$ cat src/rtl/writeback_arbiter_if.sv
// Writeback bundle: pipeline results, long-latency valid/ready channel, register-file write port and hazard mask.
// master = producers / hazard logic side, slave = the arbiter.
interface writeback_arbiter_if #(
  parameter int XLEN  = 32,
  parameter int DEPTH = 2
);
  logic                   pipe_valid;
  logic [4:0]             pipe_rd;
  logic [XLEN-1:0]        pipe_data;
  logic                   lu_valid;
  logic                   lu_ready;
  logic [4:0]             lu_rd;
  logic [XLEN-1:0]        lu_data;
  logic                   we3;
  logic [4:0]             wa3;
  logic [XLEN-1:0]        wd3;
  logic [31:0]            pend_mask;
  logic [$clog2(DEPTH):0] fifo_count;
  logic                   pipe_stall;

  modport master (
    output pipe_valid, pipe_rd, pipe_data, lu_valid, lu_rd, lu_data,
    input  lu_ready, we3, wa3, wd3, pend_mask, fifo_count, pipe_stall
  );

  modport slave (
    input  pipe_valid, pipe_rd, pipe_data, lu_valid, lu_rd, lu_data,
    output lu_ready, we3, wa3, wd3, pend_mask, fifo_count, pipe_stall
  );
endinterface

$ cat src/rtl/writeback_arbiter.sv
// Merges pipeline and long-latency results onto one registered RF write port (1 cycle); pipeline never stalls,
// long-latency side queues in a DEPTH-entry FIFO behind lu_ready. Optional starvation guard: WB_STARVE_GUARD_EN.
module writeback_arbiter #(
  parameter int XLEN         = 32,
  parameter int DEPTH        = 2,
  parameter int STARVE_LIMIT = 4
) (
  input  logic                clk,
  input  logic                reset,
  writeback_arbiter_if.slave  wb
);
  localparam int PW = $clog2(DEPTH);
  localparam int CW = PW + 1;

  logic [4:0]      rd_q   [DEPTH];
  logic [XLEN-1:0] data_q [DEPTH];
  logic [DEPTH-1:0] vld_q;
  logic [PW-1:0]   head_q, tail_q;
  logic [CW-1:0]   cnt_q;
  logic            we3_q;
  logic [4:0]      wa3_q;
  logic [XLEN-1:0] wd3_q;
  logic            pipe_win, pop, push, lu_ready;
  logic [31:0]     pend;

  // Writes to x0 are discarded on both sides and never claim the port.
  assign pipe_win = wb.pipe_valid && (wb.pipe_rd != 5'd0);
  assign pop      = !pipe_win && (cnt_q != '0);
  assign lu_ready = reset && (cnt_q < CW'(DEPTH));
  assign push     = wb.lu_valid && lu_ready && (wb.lu_rd != 5'd0);

  always_ff @(posedge clk or negedge reset) begin
    if (!reset) begin
      head_q <= '0;
      tail_q <= '0;
      cnt_q  <= '0;
      vld_q  <= '0;
      we3_q  <= 1'b0;
      wa3_q  <= 5'd0;
      wd3_q  <= '0;
    end else begin
      if (push) begin
        vld_q[tail_q] <= 1'b1;
        tail_q        <= tail_q + PW'(1);
      end
      if (pop) begin
        vld_q[head_q] <= 1'b0;
        head_q        <= head_q + PW'(1);
      end
      case ({push, pop})
        2'b10:   cnt_q <= cnt_q + CW'(1);
        2'b01:   cnt_q <= cnt_q - CW'(1);
        default: cnt_q <= cnt_q;
      endcase
      we3_q <= pipe_win || pop;
      if (pipe_win) begin
        wa3_q <= wb.pipe_rd;
        wd3_q <= wb.pipe_data;
      end else if (pop) begin
        wa3_q <= rd_q[head_q];
        wd3_q <= data_q[head_q];
      end
    end
  end

  // Payload needs no reset: an entry is only observed while its valid bit is set.
  always_ff @(posedge clk) begin
    if (push) begin
      rd_q[tail_q]   <= wb.lu_rd;
      data_q[tail_q] <= wb.lu_data;
    end
  end

  always_comb begin
    pend = '0;
    for (int i = 0; i < DEPTH; i++) begin
      if (vld_q[i]) pend[rd_q[i]] = 1'b1;
    end
  end

`ifdef WB_STARVE_GUARD_EN
  localparam int SW = $clog2(STARVE_LIMIT + 1);
  logic [SW-1:0] starve_q;
  logic          stall_q;

  // Counts edges the queued head loses to the pipeline; fires a one-cycle stall request.
  always_ff @(posedge clk or negedge reset) begin
    if (!reset) begin
      starve_q <= '0;
      stall_q  <= 1'b0;
    end else begin
      stall_q <= 1'b0;
      if (pop || cnt_q == '0) begin
        starve_q <= '0;
      end else if (pipe_win) begin
        if (starve_q == SW'(STARVE_LIMIT - 1)) begin
          starve_q <= '0;
          stall_q  <= 1'b1;
        end else begin
          starve_q <= starve_q + SW'(1);
        end
      end
    end
  end
  assign wb.pipe_stall = stall_q;
`else
  wire unused_starve_limit = (STARVE_LIMIT != 0);
  assign wb.pipe_stall = 1'b0;
`endif

  assign wb.lu_ready   = lu_ready;
  assign wb.we3        = we3_q;
  assign wb.wa3        = wa3_q;
  assign wb.wd3        = wd3_q;
  assign wb.pend_mask  = pend;
  assign wb.fifo_count = cnt_q;
endmodule

$ cat src/flat_wrapper.sv
// flat-port wrapper written by rule: the top's interface ports become plain ports
module writeback_arbiter_flat 
#(
  parameter int XLEN         = 32,
  parameter int DEPTH        = 2,
  parameter int STARVE_LIMIT = 4
)
  (clk, reset, wb_pipe_valid, wb_pipe_rd, wb_pipe_data, wb_lu_valid, wb_lu_rd, wb_lu_data, wb_lu_ready, wb_we3, wb_wa3, wb_wd3, wb_pend_mask, wb_fifo_count, wb_pipe_stall);
  writeback_arbiter_if #(.XLEN(XLEN), .DEPTH(DEPTH)) wb_i ();
  input  logic clk;
  input  logic reset;
  input wire logic [$bits(wb_i.pipe_valid)-1:0] wb_pipe_valid;
  input wire logic [$bits(wb_i.pipe_rd)-1:0] wb_pipe_rd;
  input wire logic [$bits(wb_i.pipe_data)-1:0] wb_pipe_data;
  input wire logic [$bits(wb_i.lu_valid)-1:0] wb_lu_valid;
  input wire logic [$bits(wb_i.lu_rd)-1:0] wb_lu_rd;
  input wire logic [$bits(wb_i.lu_data)-1:0] wb_lu_data;
  output wire logic [$bits(wb_i.lu_ready)-1:0] wb_lu_ready;
  output wire logic [$bits(wb_i.we3)-1:0] wb_we3;
  output wire logic [$bits(wb_i.wa3)-1:0] wb_wa3;
  output wire logic [$bits(wb_i.wd3)-1:0] wb_wd3;
  output wire logic [$bits(wb_i.pend_mask)-1:0] wb_pend_mask;
  output wire logic [$bits(wb_i.fifo_count)-1:0] wb_fifo_count;
  output wire logic [$bits(wb_i.pipe_stall)-1:0] wb_pipe_stall;
  assign wb_i.pipe_valid = wb_pipe_valid;
  assign wb_i.pipe_rd = wb_pipe_rd;
  assign wb_i.pipe_data = wb_pipe_data;
  assign wb_i.lu_valid = wb_lu_valid;
  assign wb_i.lu_rd = wb_lu_rd;
  assign wb_i.lu_data = wb_lu_data;
  assign wb_lu_ready = wb_i.lu_ready;
  assign wb_we3 = wb_i.we3;
  assign wb_wa3 = wb_i.wa3;
  assign wb_wd3 = wb_i.wd3;
  assign wb_pend_mask = wb_i.pend_mask;
  assign wb_fifo_count = wb_i.fifo_count;
  assign wb_pipe_stall = wb_i.pipe_stall;
  writeback_arbiter #(.XLEN(XLEN), .DEPTH(DEPTH), .STARVE_LIMIT(STARVE_LIMIT)) u_core (.clk(clk), .reset(reset), .wb(wb_i));
endmodule
$ cat config.mk
export PLATFORM = sky130hd
export DESIGN_NAME = writeback_arbiter_flat
export DESIGN_NICKNAME = d
export VERILOG_FILES = /design/src/rtl/writeback_arbiter_if.sv /design/src/rtl/writeback_arbiter.sv /design/src/flat_wrapper.sv
export SDC_FILE = /design/constraint.sdc
export NUM_CORES = 1
export LEC_CHECK = 0
export ABC_AREA = 1
export BUFFER_PORTS_ARGS = -buffer_cell sky130_fd_sc_hd__buf_2
export CAP_MARGIN = 20
export CORE_ASPECT_RATIO = 0.7
export CORE_UTILIZATION = 38
export DETAILED_ROUTE_END_ITERATION = 7
export PLACE_DENSITY = 0.61
export SLEW_MARGIN = 20
export SYNTH_ARGS = -nofsm -noshare
export SYNTH_HDL_FRONTEND = slang
export SYNTH_SLANG_ARGS = --single-unit
$ cat constraint.sdc
create_clock -name clk -period 5.1 [get_ports clk]
set_clock_uncertainty 0.2 [all_clocks]
set_input_delay 0.255 -clock clk [delete_from_list [all_inputs] [get_ports clk]]
set_output_delay 0.255 -clock clk [all_outputs]
set_load 0.02 [all_outputs]
## Yosys cells after proc, flatten, opt, wreduce, memory -nomap -nowiden

Memories as Yosys holds them, arrays and structs flattened.
Index checks and enable logic that the tools add are counted.

- Register bits: 44
- RAM bits: 74
- Bits of input ports: 78
- Output and inout port bits: 74
- Logic and storage cells: 63
- Memories kept: 2

Memory list:

| memory | depth | bits a word | rd ports | clocked after Yosys merged registers in | wr ports | RTL line | text |
|---|---|---|---|---|---|---|---|
| u_core.data_q | 2 | 32 | 1 | 0 | 1 | writeback_arbiter.sv:16 | `logic [XLEN-1:0] data_q [DEPTH];` |
| u_core.rd_q | 2 | 5 | 3 | 0 | 1 | writeback_arbiter.sv:15 | `logic [4:0] rd_q [DEPTH];` |

- Add/subtract/negate cells: 4
- Order comparisons: 9
- Eq/ne operators: 2
- Mux-type cells: 19
- Bitwise gates (word level): 4
- Reductions and logical operators: 16

Operator list:

| kind | number |
|---|---|
| $mux W32 | 4 |
| $or A32 B32 Y32 | 1 |
| $lt A5 B6 Y1 const B | 2 |
| $demux W1 S5 | 2 |
| $ge A5 B1 Y1 const B | 2 |
| $mux W5 | 2 |
| $reduce_bool A5 Y1 | 2 |
| $logic_and A1 B1 Y1 | 9 |
| $mux W1 | 6 |
| $reduce_bool A2 Y1 | 3 |
| $lt A1 B2 Y1 const B | 2 |
| $mux W2 | 2 |
| $pmux W2 S2 | 1 |
| $add A1 B1 Y1 const B | 2 |
| $add A2 B1 Y2 const B | 1 |
| $and A2 B2 Y2 | 1 |
| $demux W1 S1 | 2 |
| $eq A2 B1 Y1 const B | 1 |
| $eq A2 B2 Y1 const B | 1 |
| $ge A1 B1 Y1 const B | 2 |
| $lt A2 B2 Y1 const B | 1 |
| $not A2 Y2 | 1 |
| $or A2 B2 Y2 | 1 |
| $sub A2 B1 Y2 const B | 1 |
| 2 further kinds | 2 |

## Longest topological paths before layout

Gate-level depths: netlist of run 1.

- Depth in word-level cells: 8
- Depth in mapped cells: 10

## Least setup slack after synthesis of run 1

No wires, ideal clock.

- Path kind: flip-flop to flip-flop
- Start: reg u_core.cnt_q[1], in the netlist u_core.wb.fifo_count[1]
- End: mem u_core.data_q[0][0], enable pin
- Arrival time: 1633 ps
- Slack: 2876 ps
- Cell stages (with the launch flop): 6
- Path buffers: 0
- Period minus slack after synthesis: 2224 ps
- Path through: dfrtp_1 inv_1 nand2_1 nor2_1 nand3_1 inv_1

- Word-level cells in the longest chain between the ends: 6

Ends and longest elaborated chain:

| element | RTL line | text |
|---|---|---|
| start: declaration | writeback_arbiter.sv:19 | `logic [CW-1:0] cnt_q;` |
| start signal: assignment | writeback_arbiter.sv:51 | `2'b10: cnt_q <= cnt_q + CW'(1);` |
| start signal: assignment | writeback_arbiter.sv:52 | `2'b01: cnt_q <= cnt_q - CW'(1);` |
| start signal: assignment | writeback_arbiter.sv:53 | `default: cnt_q <= cnt_q;` |
| $lt A2 B2 Y1 | writeback_arbiter.sv:29 | `assign lu_ready = reset && (cnt_q < CW'(DEPTH));` |
| $logic_and A1 B1 Y1 | writeback_arbiter.sv:29 |  |
| $logic_and A1 B1 Y1 (2 in a row) | writeback_arbiter.sv:30 | `assign push = wb.lu_valid && lu_ready && (wb.lu_rd != 5'd0);` |
| $mux W1 | writeback_arbiter.sv:68 | `if (push) begin` |
| $mux W1 (not written as such) | writeback_arbiter.sv:70 | `data_q[tail_q] <= wb.lu_data;` |
| end: declaration | writeback_arbiter.sv:16 |  |

No other way between the ends.

## Worst setup path after layout of run 1

- Start: in wb_pipe_rd[2]
- End: reg u_core.cnt_q[1], in the netlist u_core.wb.fifo_count[1]

- Word-level cells in the longest chain between the ends: 6
- Elaborated cells on any way between the ends: 8

Ends and longest elaborated chain:

| element | RTL line | text |
|---|---|---|
| start: declaration | flat_wrapper.sv:13 | `input wire logic [$bits(wb_i.pipe_rd)-1:0] wb_pipe_rd;` |
| $reduce_bool A5 Y1 * | writeback_arbiter.sv:27 | `assign pipe_win = wb.pipe_valid && (wb.pipe_rd != 5'd0);` |
| $logic_and A1 B1 Y1 * | writeback_arbiter.sv:27 |  |
| $logic_not A1 Y1 * | writeback_arbiter.sv:28 | `assign pop = !pipe_win && (cnt_q != '0);` |
| $logic_and A1 B1 Y1 * | writeback_arbiter.sv:28 |  |
| named net u_core.pop | writeback_arbiter.sv:23 | `logic pipe_win, pop, push, lu_ready;` |
| $eq A2 B1 Y1 / $eq A2 B2 Y1 (equally long branches) | writeback_arbiter.sv:50 | `case ({push, pop})` |
| $pmux W2 S2 / $reduce_bool A2 Y1 (equally long branches) | n/a |  |

The timed path passes the listed nets; every way through them passes the cells marked *.
A chain may end at the register's enable or synchronous reset.

==> results of run 1 <==
-- final timing paths --
kind	startpoint	endpoint	slack [ps]	depth (start not counted)
setup / recovery	wb_pipe_rd[2]	u_core.wb.fifo_count[1]$_DFFE_PN0P_	2150	11
hold / removal	wb_pipe_rd[0]	u_core.wb.wa3[0]$_DFFE_PN0P_	30	3
setup reg to reg	u_core.wb.fifo_count[0]$_DFFE_PN0P_	u_core.wb.fifo_count[1]$_DFFE_PN0P_	2200	9
hold reg to reg	u_core.wb.wd3[12]$_DFFE_PN0P_	u_core.wb.wd3[12]$_DFFE_PN0P_	300	2
max in group asynchronous	reset	u_core.vld_q[0]$_DFF_PN0_	4080	2
min in group asynchronous	reset	u_core.wb.wd3[15]$_DFFE_PN0P_	210	2
-- per-layer routing --
metal	up-vias	share of wire	track usage	wire length (um)
li1	2323	-	-	-
met1	2264	0.45	0.272	6580
met2	186	0.47	0.335	6910
met3	14	0.066	0.0572	967
met4	0	0.011	0.0622	168
met5	-	0	0	0
-- Yosys cell counts --
master / count / area (um^2)
a21oi_1: 25 / 125
nor2_2: 2 / 12.5
buf_8: 1 / 15.0
nand3_1: 117 / 586
inv_2: 1 / 3.75
nor2_1: 8 / 30.0
nand2_1: 153 / 574
nand3_4: 1 / 17.5
buf_4: 2 / 15.0
buf_2: 21 / 105
inv_1: 26 / 97.6
clkbuf_1: 5 / 18.8
nor3_1: 9 / 45.0
xnor2_1: 1 / 8.76
ha_1: 1 / 12.5
dfrtp_1: 44 / 1100
nand3_2: 10 / 100
buf_6: 2 / 22.5
nand3b_1: 1 / 7.51
xor2_1: 1 / 8.76
nor3_2: 3 / 30.0
conb_1: 1 / 3.75
edfxtp_1: 74 / 2220
o22ai_1: 1 / 6.26
nand2_4: 1 / 11.3
o21ai_0: 37 / 185
-- sequential cells by signal, indices dropped and copies added, names as in the netlist --
register / count
u_core.wb.we3: 1
u_core.wb.fifo_count: 2
u_core.wb.wa3: 5
u_core.head_q: 1
u_core.wb.wd3: 32
u_core.rd_q: 10
u_core.data_q: 64
u_core.vld_q: 2
u_core.tail_q: 1
-- power breakdown --
part	internal [mW]	switching, mW	total (mW)	leakage [nW]
logic	0.340	0.718	1.06	1.83
clock network	0.760	0.396	1.16	0.277
registers	1.21	0.111	1.32	1.20
-- cells by family after synthesis --
kind of cell,synth area share
buffers and inverters,0.0518
and+or+nand+nor,0.264
other,0.000699
adders and majority gates,0.00233
DFF,0.619
xor gates and xnor gates,0.00327
AOI/OAI and AO/OA,0.0590
-- stage by stage --
step	power (mW)	setup slack, ps	instance area [um^2]	util
after detailed placement	2.35	2210	6210	0.462
after global routing	3.74	1920	7520	0.560
after CTS	3.55	2090	7520	0.560
after floorplan	2.02	2880	5370	-
after global placement	2.33	2260	6210	0.462
final	3.54	2150	7520	0.560
-- worst max-delay path: stages --
cell and delay (ps):
dlygate4sd3_1 530, buf_2 130, nor2_2 150, nand3_4 290, nand2_4 730, nand2_1 160
inv_1 100, ha_1 250, a21oi_1 110, o21ai_0 100, xor2_1 160
-- final cells by class --
type	instances	area (um^2)	share of cell area
Sequential cell	118	3320	0.442
Multi-Input combinational cell	372	1770	0.235
Timing Repair Buffer	228	1520	0.203
Clock buffer	21	440	0.0585
Tap cell	185	231	0.0308
Clock inverter	11	133	0.0176
Inverter	27	101	0.0135
==> reports/metrics.cfg, run 1 <==
[yosys]
ys_seq_area_frac=0.619
syn_nets=627
yosys.cell_types.count=26
yosys_warnings=0
postSynthCellCount=548
ys_seq_elements=118
synth_area_mm2=0.00537
syn_area_per_cell_um2=9.79

[floorplanning]
core-area_mm2=0.0134
initial_core_util=0.399
chipHeight_um=101
rows=35
dieWidth_um=144
pin_count=152
die-area_mm2=0.0146

[finish]
num_antenna_cells=0
instances_no_fill=962
drive_above_1_share=0.255
final_common_cell=nand2_1
nNetsFinal=843
final_cell_mix=nand2_1, buf_2, nand3_1
fillers=1177
syn2layout_area_growth_pct=40.3

[detailed_routing]
wirelength_mm=14.6
ant_nets=0
vias=4787
vias_per_cell=4.98
drc=0
drtIter0Drc=323
wl_per_cell_um=15.2
firstDrtPassIters=6

[global_routing]
grt_pass1_vias=4600
grt_pass1_wl_mm=22.7
grt_max_degree=80
grt_use_total=0.207
grt.overflow.total=0
antenna_found_initial=0

[hold_path]
worstHoldPathType=input pin to register

[cts]
cts_buffer_depth=2
clkSinkCount=118
cts_tree=yes
cts-resized-gates=0
postCtsHoldBufs=74
cts_setup_buffers=0
cts_inserted_buffers=17
clkLatencyLatePin_ps=400
cts-root-buf=clkbuf_16
htreeDepth=4
clkTransAtPathRegs_ps=50

[power_and_ir_drop]
leakage_nw=3.31
max-vdd-ir-drop_v=0.000262
p_per_area_mw_per_mm2=470

[timing]
tns_ps=0
slew_viol_final=0
hold_slack_ps=27.8
clock.fmax_mhz=339
fin_crit_sh=0.579
slew_headroom=0.434
finalHoldViolations=0
setup_viol=0
rsz0062_at_grt=no
fin_crit_ps=2950
worst_slew_pin_slew_ps=849

[setup_path]
endpoint_kind=register
cp.required_ps=5180
worst-setup-path-type=input pin to register
path_max_fanout=79
worstPathArrival_ps=3030
setup.worst_path.start_class=input pin

[flow_run]
maxCapViolations=0

[placement]
dp_cells=856
port-buffer-count=150
place.gp.congestion=0.858
hpwl_mm=9.19

[status]
outcome=complete, no violations

Note: power is estimated with default switching activity, not from simulation.
==> inputs of run 2 (changes only) <==
==> constraint.sdc (replaced) <==
create_clock -name clk -period 2.75 [get_ports clk]
set_clock_uncertainty 0.2 [all_clocks]
set_input_delay 0.1375 -clock clk [delete_from_list [all_inputs] [get_ports clk]]
set_output_delay 0.1375 -clock clk [all_outputs]
set_load 0.02 [all_outputs]
==> run 2 against run 1 <==
Compared with the run above: clock power is 110% higher; count of clock-buffer cells in the layout rose by 2; via count grew 2.7%; worst hold slack worse by 2.4 ps; final area up 2.2%; total power grew 94%; die area stayed put; register-to-register slack lost 1400 ps; combinational power grew 89%; sequential cell count stayed put; cell count increased by 1.0%; largest cell class unchanged.
==> reports/metrics.cfg, run 2 (synthesis gave the netlist of run 1 again) <==
[status]
outcome=complete, no violations

[finish]
final_core_util=0.572  ; +0.0123
final_common_cell=nand2_1
final_cell_mix=nand2_1, buf_2, nand3_1
fillers=1145  ; -2.7%
nNetsFinal=852  ; +1.1%
top_register=u_core.data_q
drive_above_1_share=0.265  ; +0.00980
largest_reg_flops=64  ; unchanged
syn2layout_area_growth_pct=43.3

[global_routing]
grt_use_met2=0.344  ; +0.00855
grt.busiest_layer=met2
antenna_found_initial=1  ; +1
grtUsageMet1=0.287  ; +0.0151
grt_pass1_vias=4747  ; +3.2%
grt.overflow.total=0  ; unchanged
met3_usage=0.0511  ; -0.00615
grt_use_total=0.218  ; +0.0110
grt_max_degree=65  ; -19%
grt_pass1_wl_mm=23.8  ; +4.8%

[cts]
clkLatencyLatePin_ps=410  ; about the same
cts-root-buf=clkbuf_16
htreeDepth=4  ; unchanged
cts_buffer_depth=2  ; unchanged
clkSinkCount=118  ; unchanged
cts_tree=yes
clkTransAtPathRegs_ps=50  ; about the same
cts_setup_buffers=0  ; unchanged
cts_inserted_buffers=17  ; unchanged

[power_and_ir_drop]
finalPower_mw=6.86  ; +94%
max-vdd-ir-drop_v=0.000522  ; +99%
p_int_mw=4.56  ; +97%
p_comb_frac=0.292  ; -0.007
pwr-share-seq=0.356  ; -0.018
p_switching_mw=2.30  ; +88%
p_sw_frac=0.336  ; -0.0108
clockPowerShare=0.352  ; +0.025
leakage_nw=3.39  ; +2.4%
p_per_area_mw_per_mm2=893  ; +90%

[setup_path]
worst_path_max_delay_cell=edfxtp_1
worstPathArrival_ps=1840  ; -1190 ps
cp_top_family=simple AND/OR/NAND/NOR gates
cp_slowest_stage_delay_ps=470  ; -260 ps
critPathLaunch=u_core.rd_q[0][2]$_DFFE_PP_
r2r_slack_ps=780  ; -1420 ps
endpoint_kind=primary output
cp_num_cells=5  ; -6
worst-setup-path-type=register to primary output
setup.worst_path.start_class=register
cp.required_ps=2410  ; -2770 ps
worstRegToRegCells=9  ; unchanged
crit_chain=inv_1, nor3_1, nand2_1, o21ai_0, buf_2
r2r-start=u_core.wb.fifo_count[0]$_DFFE_PN0P_
endpoint=wb_pend_mask[23]
cp_num_buf_inv=2  ; -1
path_max_fanout=6  ; -92%
crit-reg2reg-capture=u_core.wb.fifo_count[1]$_DFFE_PN0P_

[floorplanning]
rows=35  ; unchanged
core-area_mm2=0.0134  ; unchanged
pin_count=152  ; unchanged
initial_core_util=0.399  ; unchanged
chipHeight_um=101  ; unchanged
dieWidth_um=144  ; unchanged
die-area_mm2=0.0146  ; unchanged

[timing]
clock.fmax_mhz=460
hold_slack_ps=25.4  ; -2.45 ps
setup_viol=0  ; unchanged
rsz0062_at_grt=no
tns_ps=0  ; unchanged
worst_slew_pin_slew_ps=745  ; -104 ps
slew_viol_final=0  ; unchanged
finalHoldViolations=0  ; unchanged
fin_crit_sh=0.791
fin_ws_ps=576  ; -1570 ps
slew_headroom=0.504  ; +0.0694
fin_crit_ps=2170

[detailed_routing]
vias_per_cell=5.06  ; +1.7%
firstDrtPassIters=6  ; unchanged
wirelength_mm=15.2  ; +3.8%
wl_per_cell_um=15.6  ; +2.7%
ant_nets=0  ; unchanged
drtIter0Drc=360  ; +11%
drc=0  ; unchanged
vias=4917  ; +2.7%

[placement]
port-buffer-count=150  ; unchanged
hpwl_mm=9.68  ; +5.4%
place.gp.congestion=0.894  ; +4.2%
place_ws_ps=781  ; -1430 ps

[hold_path]
worstHoldPathType=input pin to register

[flow_run]
maxCapViolations=0  ; unchanged

[run 2: changes by cell type in the layout (fill, tap and decap cells not counted), sizes merged]
| cell | change |
|---|---|
| clkbuf | +2 |
| buf | +7 |
| dlygate4sd3 | +2 |
| bufinv | +2 |
| clkinv | -4 |
| diode | +1 |
[run 2: worst min path at each step]
stage	start	to	slack (ps)	cells past startpoint
finish	wb_pipe_valid	u_core.wb.wd3[28]$_DFFE_PN0P_	30	4
global route	wb_pipe_valid	u_core.wb.wd3[24]$_DFFE_PN0P_	60	4
CTS	wb_pipe_valid	u_core.wb.wd3[25]$_DFFE_PN0P_	7	4
detailed placement	reset	u_core.vld_q[0]$_DFF_PN0_	130	2
global placement	wb_lu_data[5]	u_core.data_q[1][5]$_DFFE_PP_	120	1
floorplan	reset	u_core.head_q$_DFFE_PN0P_	-360	0
[run 2: metrics by stage]
stage / instance area (um^2) / std cells
2_1_floorplan: 5370 / 548
3_3_place_gp: 6290 / 863
3_5_place_dp: 6290 / 863
4_1_cts: 7690 / 971
5_1_grt: 7690 / 972
6_report: 7690 / 972
[run 2: power groups by stage]
stage,Sequential [mW],Clock (mW),Combinational [mW]
floorplan,2.70,0,1.05
global placement,2.46,0,1.91
detailed placement,2.47,0,1.93
CTS,2.44,2.45,2.02
global route,2.48,2.53,2.25
finish,2.44,2.41,2.00
[run 2: cell type report]
class	instances	area, um^2	area share
Sequential cell	118	3320	0.432
Multi-Input combinational cell	372	1770	0.230
Timing Repair Buffer	237	1620	0.211
Clock buffer	23	468	0.0609
Tap cell	185	231	0.0301
Clock inverter	9	173	0.0225
Inverter	27	101	0.0132
Antenna cell	1	2.50	0.000325
[run 2: what timing repair did]
action	in CTS	in global routing
hold buffers	76	0
resized for setup	0	0
hold endpoints to repair	156	0
[run 2: worst min-delay path, cell delays in order]
cell	delay [ps]
buf_2	110
nand2_4	170
nand3_2	100
nand3_1	60
[run 2: routing by layer]
| layer | share of wire | up-vias |
|---|---|---|
| li1 | - | 2345 |
| met1 | 0.43 | 2337 |
| met2 | 0.47 | 213 |
| met3 | 0.081 | 22 |
| met4 | 0.017 | 0 |
| met5 | 0 | - |
